==> config.mk <==
export PLATFORM = sky130hd
export DESIGN_NAME = id_ex_stage
export DESIGN_NICKNAME = d
export VERILOG_FILES = /design/src/rtl/rv32i_pkg.sv /design/src/rtl/id_ex_stage_hazard_detect.sv /design/src/rtl/id_ex_stage.sv
export SDC_FILE = /design/constraint.sdc
export NUM_CORES = 1
export LEC_CHECK = 0
export BUFFER_PORTS_ARGS = -buffer_cell sky130_fd_sc_hd__buf_2
export CAP_MARGIN = 20
export CELL_PAD_IN_SITES_DETAIL_PLACEMENT = 0
export CELL_PAD_IN_SITES_GLOBAL_PLACEMENT = 1
export CORE_MARGIN = 2
export CORE_UTILIZATION = 39
export CTS_CLUSTER_DIAMETER = 100
export DETAILED_ROUTE_END_ITERATION = 6
export PLACE_DENSITY = 0.95
export SYNTH_ARGS = -nofsm -noshare
export SYNTH_HDL_FRONTEND = slang
export SYNTH_SLANG_ARGS = --single-unit
==> constraint.sdc <==
create_clock -name clk -period 6.5 [get_ports clk]
set_input_delay 0.65 -clock clk [delete_from_list [all_inputs] [get_ports clk]]
set_output_delay 0.65 -clock clk [all_outputs]
set_load 0.005 [all_outputs]
==> src/rtl/rv32i_pkg.sv <==
// Shared RV32I pipeline types: ALU opcodes and the decoded control bundle
// used by decode, the ID/EX register and execute.
package rv32i_pkg;

  localparam int REG_IDX_W = 5;

  typedef enum logic [3:0] {
    ALU_ADD   = 4'd0,
    ALU_SUB   = 4'd1,
    ALU_SLL   = 4'd2,
    ALU_SLT   = 4'd3,
    ALU_SLTU  = 4'd4,
    ALU_XOR   = 4'd5,
    ALU_SRL   = 4'd6,
    ALU_SRA   = 4'd7,
    ALU_OR    = 4'd8,
    ALU_AND   = 4'd9,
    ALU_LUI   = 4'd10,
    ALU_AUIPC = 4'd11
  } alu_op_t;

  typedef struct packed {
    logic    reg_write;
    logic    mem_read;
    logic    mem_write;
    logic    mem_to_reg;
    logic    alu_src;
    logic    branch;
    logic    jump;
    alu_op_t alu_op;
  } ctrl_t;

  localparam ctrl_t CTRL_NOP = '0;

  // True when a source operand that is actually read matches the destination.
  function automatic logic reads_reg(input logic                 uses,
                                     input logic [REG_IDX_W-1:0] src,
                                     input logic [REG_IDX_W-1:0] dst);
    return uses && (src == dst);
  endfunction

endpackage

==> src/rtl/id_ex_stage_hazard_detect.sv <==
// Combinational load-use hazard detection between the instruction in decode
// and a load sitting in the ID/EX register.
module hazard_detect
  import rv32i_pkg::*;
(
  input  logic                 idex_valid,
  input  logic                 idex_mem_read,
  input  logic [REG_IDX_W-1:0] idex_rd,
  input  logic                 id_valid,
  input  logic                 id_uses_rs1,
  input  logic                 id_uses_rs2,
  input  logic [REG_IDX_W-1:0] id_rs1,
  input  logic [REG_IDX_W-1:0] id_rs2,
  output logic                 load_use
);

  // x0 is never written, so a load to x0 can never create a dependency.
  assign load_use = idex_valid && idex_mem_read && (idex_rd != '0) && id_valid &&
                    (reads_reg(id_uses_rs1, id_rs1, idex_rd) ||
                     reads_reg(id_uses_rs2, id_rs2, idex_rd));

endmodule

==> src/rtl/id_ex_stage.sv <==
// ID/EX pipeline register with flush, back-pressure hold, load-use bubble
// insertion and bubble/stall performance counters.
module id_ex_stage
  import rv32i_pkg::*;
#(
  parameter int XLEN = 32
) (
  input  logic                 clk,
  input  logic                 rst_n,
  input  logic                 id_valid,
  input  logic [XLEN-1:0]      id_pc,
  input  logic [XLEN-1:0]      id_rs1_data,
  input  logic [XLEN-1:0]      id_rs2_data,
  input  logic [XLEN-1:0]      id_imm,
  input  logic [REG_IDX_W-1:0] id_rs1,
  input  logic [REG_IDX_W-1:0] id_rs2,
  input  logic [REG_IDX_W-1:0] id_rd,
  input  logic                 id_uses_rs1,
  input  logic                 id_uses_rs2,
  input  ctrl_t                id_ctrl,
  input  logic                 ex_stall,
  input  logic                 flush,
  output logic                 idex_valid,
  output logic [XLEN-1:0]      idex_pc,
  output logic [XLEN-1:0]      idex_rs1_data,
  output logic [XLEN-1:0]      idex_rs2_data,
  output logic [XLEN-1:0]      idex_imm,
  output logic [REG_IDX_W-1:0] idex_rs1,
  output logic [REG_IDX_W-1:0] idex_rs2,
  output logic [REG_IDX_W-1:0] idex_rd,
  output ctrl_t                idex_ctrl,
  output logic                 ifid_hold,
  output logic [31:0]          bubble_count,
  output logic [31:0]          stall_count
);

  typedef enum logic [1:0] {
    ACT_ADVANCE,
    ACT_HOLD,
    ACT_BUBBLE,
    ACT_FLUSH
  } action_t;

  action_t     action;
  logic        load_use;
  logic [31:0] bubble_q;
  logic [31:0] stall_q;

  hazard_detect u_hazard_detect (
    .idex_valid    (idex_valid),
    .idex_mem_read (idex_ctrl.mem_read),
    .idex_rd       (idex_rd),
    .id_valid      (id_valid),
    .id_uses_rs1   (id_uses_rs1),
    .id_uses_rs2   (id_uses_rs2),
    .id_rs1        (id_rs1),
    .id_rs2        (id_rs2),
    .load_use      (load_use)
  );

  always_comb begin
    // NOTE: default assigned first so every path drives action; no latch is inferred.
    action = ACT_ADVANCE;
    if (flush)         action = ACT_FLUSH;
    else if (ex_stall) action = ACT_HOLD;
    else if (load_use) action = ACT_BUBBLE;
  end

  // Gated by rst_n so the front end is never held while the pipe is in reset.
  assign ifid_hold = rst_n && ((action == ACT_HOLD) || (action == ACT_BUBBLE));

  // NOTE: sequential state uses non-blocking assignments so all registers update together.
  always_ff @(posedge clk or negedge rst_n) begin
    if (!rst_n) begin
      idex_valid    <= 1'b0;
      idex_ctrl     <= CTRL_NOP;
      idex_pc       <= '0;
      idex_rs1_data <= '0;
      idex_rs2_data <= '0;
      idex_imm      <= '0;
      idex_rs1      <= '0;
      idex_rs2      <= '0;
      idex_rd       <= '0;
    end else begin
      case (action)
        ACT_FLUSH, ACT_BUBBLE: begin
          // A bubble carries no payload, so stale operands never reach forwarding.
          idex_valid    <= 1'b0;
          idex_ctrl     <= CTRL_NOP;
          idex_pc       <= '0;
          idex_rs1_data <= '0;
          idex_rs2_data <= '0;
          idex_imm      <= '0;
          idex_rs1      <= '0;
          idex_rs2      <= '0;
          idex_rd       <= '0;
        end
        ACT_HOLD: begin
        end
        default: begin
          idex_valid    <= id_valid;
          idex_ctrl     <= id_valid ? id_ctrl : CTRL_NOP;
          idex_pc       <= id_pc;
          idex_rs1_data <= id_rs1_data;
          idex_rs2_data <= id_rs2_data;
          idex_imm      <= id_imm;
          idex_rs1      <= id_rs1;
          idex_rs2      <= id_rs2;
          idex_rd       <= id_rd;
        end
      endcase
    end
  end

  always_ff @(posedge clk or negedge rst_n) begin
    if (!rst_n) begin
      bubble_q <= '0;
      stall_q  <= '0;
    end else begin
      if (action == ACT_BUBBLE) bubble_q <= bubble_q + 32'd1;
      if (action == ACT_HOLD)   stall_q  <= stall_q + 32'd1;
    end
  end

  assign bubble_count = bubble_q;
  assign stall_count  = stall_q;

endmodule
==> run_results.csv <==
group,metric,value,unit
setup_path,arrival,4180,ps
synthesis,synth_edf_count,0,
grt,grt_pass1_wl,35.7,mm
grt,grt_overflow,0,
synthesis,syn_inst,616,
floorplanning,die_w,151,um
timing,finalCritPeriodShare,57.7,%
run,maxCapViolCount,0,
clock_tree,cts_buffer_depth,3,
power_and_ir_drop,power_frac_comb,13.5,%
cells_and_area,fin_nets,1156,
drt,drc,0,
setup_path,start_kind,"flop",
setup_path,required,6930,ps
timing,setup_tns,0,ps
cells_and_area,stdcell_count,1281,
power_and_ir_drop,p_leak,6.12,nW
drt,vias,6493,
clock_tree,cts_made_buffers,23,
clock_tree,clkTransAtPathRegs,60,ps
clock_tree,post_cts_resize_count,0,
floorplanning,die-area,0.0227,mm2
timing,timing.hold.ws,65.2,ps
grt,antenna_found_initial,1,
drt,drt-initial-drc-count,269,
power_and_ir_drop,p_sw_share,26.1,%
power_and_ir_drop,vdd_drop_max,187,uV
placement,io_buffers,380,
synthesis,async_flop_share,100,%
clock_tree,root_buffer,"clkbuf_16",
floorplanning,core,0.0211,mm2
setup_path,critPathKind,"reg -> reg",
synthesis,yosys_warnings,0,
power_and_ir_drop,p_sw,0.000864,W
synthesis,ys_seq_elements,219,
grt,gr-usage-all-layers,20.0,%
cells_and_area,fin_area,0.0113,mm2
timing,drv_slew,0,
synthesis,synth_area,0.00841,mm2
synthesis,synthDistinctLibCells,32,
placement,hpwl,17.2,mm
placement,dp_slack,2510,ps
clock_tree,clock_sinks,219,
placement,placed_area,0.0106,mm2
floorplanning,fp-row-count,53,
floorplanning,die_h,151,um
timing,period_needed,3750,ps
timing,fmax,267,MHz
setup_path,r2r_slack,2750,ps
timing,rsz0062_at_grt,"false",
setup_path,endpoint,"idex_rs1_data[2]",
setup_path,ff2ff_path_depth,10,
synthesis,ys_seq_area_share,65.2,%
placement,gp_congestion,0.818,
clock_tree,cts_tree,"built",
hold_path,hold_path.class,"in -> async",
run_status,status,"finished, final reports clean",
floorplanning,pin_count,381,
grt,grt_pass1_vias,6389,
clock_tree,holdBufCountCts,0,
synthesis,synth_ff_type,"dfrtp_1",
setup_path,crit_start,"idex_rd[2]",
clock_tree,post_cts_buffers,0,
power_and_ir_drop,power_frac_seq,48.4,%
drt,wl_per_cell,18.6,um
cells_and_area,layout-drive-gt1-share,43.3,%
clock_tree,insertion_delay,500,ps
grt,grt_max_degree,106,
drt,drtPass1Iterations,4,
power_and_ir_drop,clkPwrFrac,38.1,%
timing,worstMarginPinSlew,1070,ps
drt,antenna_left,0,
drt,avgViaCountPerCell,5.07,
setup_path,r2r-end,"idex_rs1_data[2]",
setup_path,endpoint_kind,"flop",
setup_path,r2r_start,"idex_rd[2]",
timing,hold_viol,0,
cells_and_area,area_growth,34.3,%
power_and_ir_drop,p_int,0.00244,W
synthesis,syn_nets,782,
timing,fin_worst_skew,7.70,ps
power_and_ir_drop,power_density,293,mW/mm2
setup_path,cp_max_fo,76,
floorplanning,initial_core_util,39.9,%
placement,place_inst,1240,
drt,drt_wl_total,23.9,mm
timing,setup_viol,0,
cells_and_area,diodes,0,
clock_tree,cts_max_level,1,
timing,relSlewSlack,28.8,%
timing,worst_slack,2750,ps
synthesis,avgSynthCellArea,13.6,um2
power groups by stage:
| stage | Clock, W | Sequential [W] | Combinational (W) |
|---|---|---|---|
| after floorplan | 0 | 0.00162 | 0.000180 |
| after global placement | 0 | 0.00162 | 0.000446 |
| after detailed placement | 0 | 0.00162 | 0.000458 |
| after CTS | 0.00129 | 0.00160 | 0.000457 |
| after global routing | 0.00135 | 0.00162 | 0.000491 |
| final | 0.00126 | 0.00160 | 0.000448 |
area by class of cell:
| type | instances | area (um2) |
|---|---|---|
| Fill cell | 1875 | 9790 |
| Multi-Input combinational cell | 357 | 2780 |
| Tap cell | 275 | 344 |
| Sequential cell | 219 | 5480 |
| Clock buffer | 30 | 632 |
| Timing Repair Buffer | 385 | 1950 |
| Inverter | 4 | 15.0 |
| Clock inverter | 11 | 88.8 |
sequential cells by signal (all words and copies together) (netlist names):
name / cells
idex_imm: 32
idex_rs2: 5
idex_rs1_data: 32
bubble_count: 32
stall_count: 32
idex_ctrl: 11
idex_rs1: 5
idex_rs2_data: 32
idex_rd: 5
idex_pc: 32
idex_valid: 1
worst max-delay path, cell delays in order, from the launching register on:
cell	delay (ps)
dfrtp_1	500
xor2_1	210
nor4_1	280
and3_1	190
a31oi_1	50
o21ba_2	230
ha_4	360
nor3_4	200
buf_4	690
buf_4	690
a22o_1	230
cell families after synthesis:
group / share of synthesized area [%]
fa+ha+maj: 0.744
compound gates: 16.5
buf+inv: 1.92
simple gates: 7.90
xor+xnor: 7.50
mux: 0.268
flops: 65.2
cells in the mapped netlist, types with 2 or more instances:
| cell | instances | share of area [%] |
|---|---|---|
| nor2b_1 | 2 | 0.15 |
| and2_1 | 4 | 0.30 |
| nor4_1 | 3 | 0.22 |
| nand4_1 | 18 | 1.3 |
| nor2_1 | 17 | 0.76 |
| nor4_2 | 2 | 0.30 |
| nand2_1 | 26 | 1.2 |
| inv_1 | 4 | 0.18 |
| a22o_1 | 154 | 16 |
| and4_1 | 3 | 0.31 |
| mux2_2 | 2 | 0.27 |
| or2_2 | 3 | 0.22 |
| and3_1 | 10 | 0.74 |
| nor3_2 | 3 | 0.36 |
| ha_1 | 5 | 0.74 |
| dfrtp_1 | 219 | 65 |
| buf_4 | 3 | 0.27 |
| xnor2_1 | 46 | 4.8 |
| clkbuf_1 | 33 | 1.5 |
| nand3_1 | 19 | 1.1 |
| xor2_1 | 26 | 2.7 |
| nor3_1 | 4 | 0.24 |
per-stage QoR:
step / utilization, % / power, W
after floorplan: - / 0.00180
after global placement: 50.1 / 0.00206
after detailed placement: 50.1 / 0.00208
after CTS: 53.6 / 0.00334
after global routing: 53.6 / 0.00345
final: 53.6 / 0.00331
per-layer routing:
| layer | part of all wire (%) | vias up | wire (um) | track usage (%) |
|---|---|---|---|---|
| met5 | 0 | - | 0 | 0 |
| met4 | 1.6 | 0 | 386 | 4.39 |
| met3 | 7.3 | 32 | 1730 | 4.70 |
| met2 | 51 | 258 | 12100 | 34.3 |
| met1 | 40 | 3191 | 9640 | 26.1 |
| li1 | - | 3012 | - | - |
placed cells by master (no fill, tap or decap), drive strengths merged:
| cell type | count |
|---|---|
| a21o | 1 |
| a22o | 154 |
| a31oi | 1 |
| and2 | 4 |
| and3 | 10 |
| and4 | 3 |
| and4b | 1 |
| buf | 385 |
| bufinv | 1 |
| clkbuf | 30 |
| clkinv | 8 |
| clkinvlp | 2 |
| dfrtp | 219 |
| ha | 5 |
| inv | 4 |
| mux2 | 2 |
| nand2 | 26 |
| nand3 | 19 |
| nand4 | 19 |
| nor2 | 17 |
| nor2b | 2 |
| nor3 | 7 |
| nor4 | 5 |
| o21ai | 1 |
| o21ba | 1 |
| o21bai | 1 |
| or2 | 4 |
| or4 | 2 |
| xnor2 | 46 |
| xor2 | 26 |
worst min path at each step:
| stage | start | end |
|---|---|---|
| after floorplan | rst_n | bubble_count[0] |
| after global placement | stall_count[31] | stall_count[31] |
| after detailed placement | stall_count[31] | stall_count[31] |
| after CTS | rst_n | stall_count[14] |
| after global routing | rst_n | stall_count[14] |
| final | rst_n | stall_count[14] |
No activity file was read; power rests on OpenSTA's default activity.
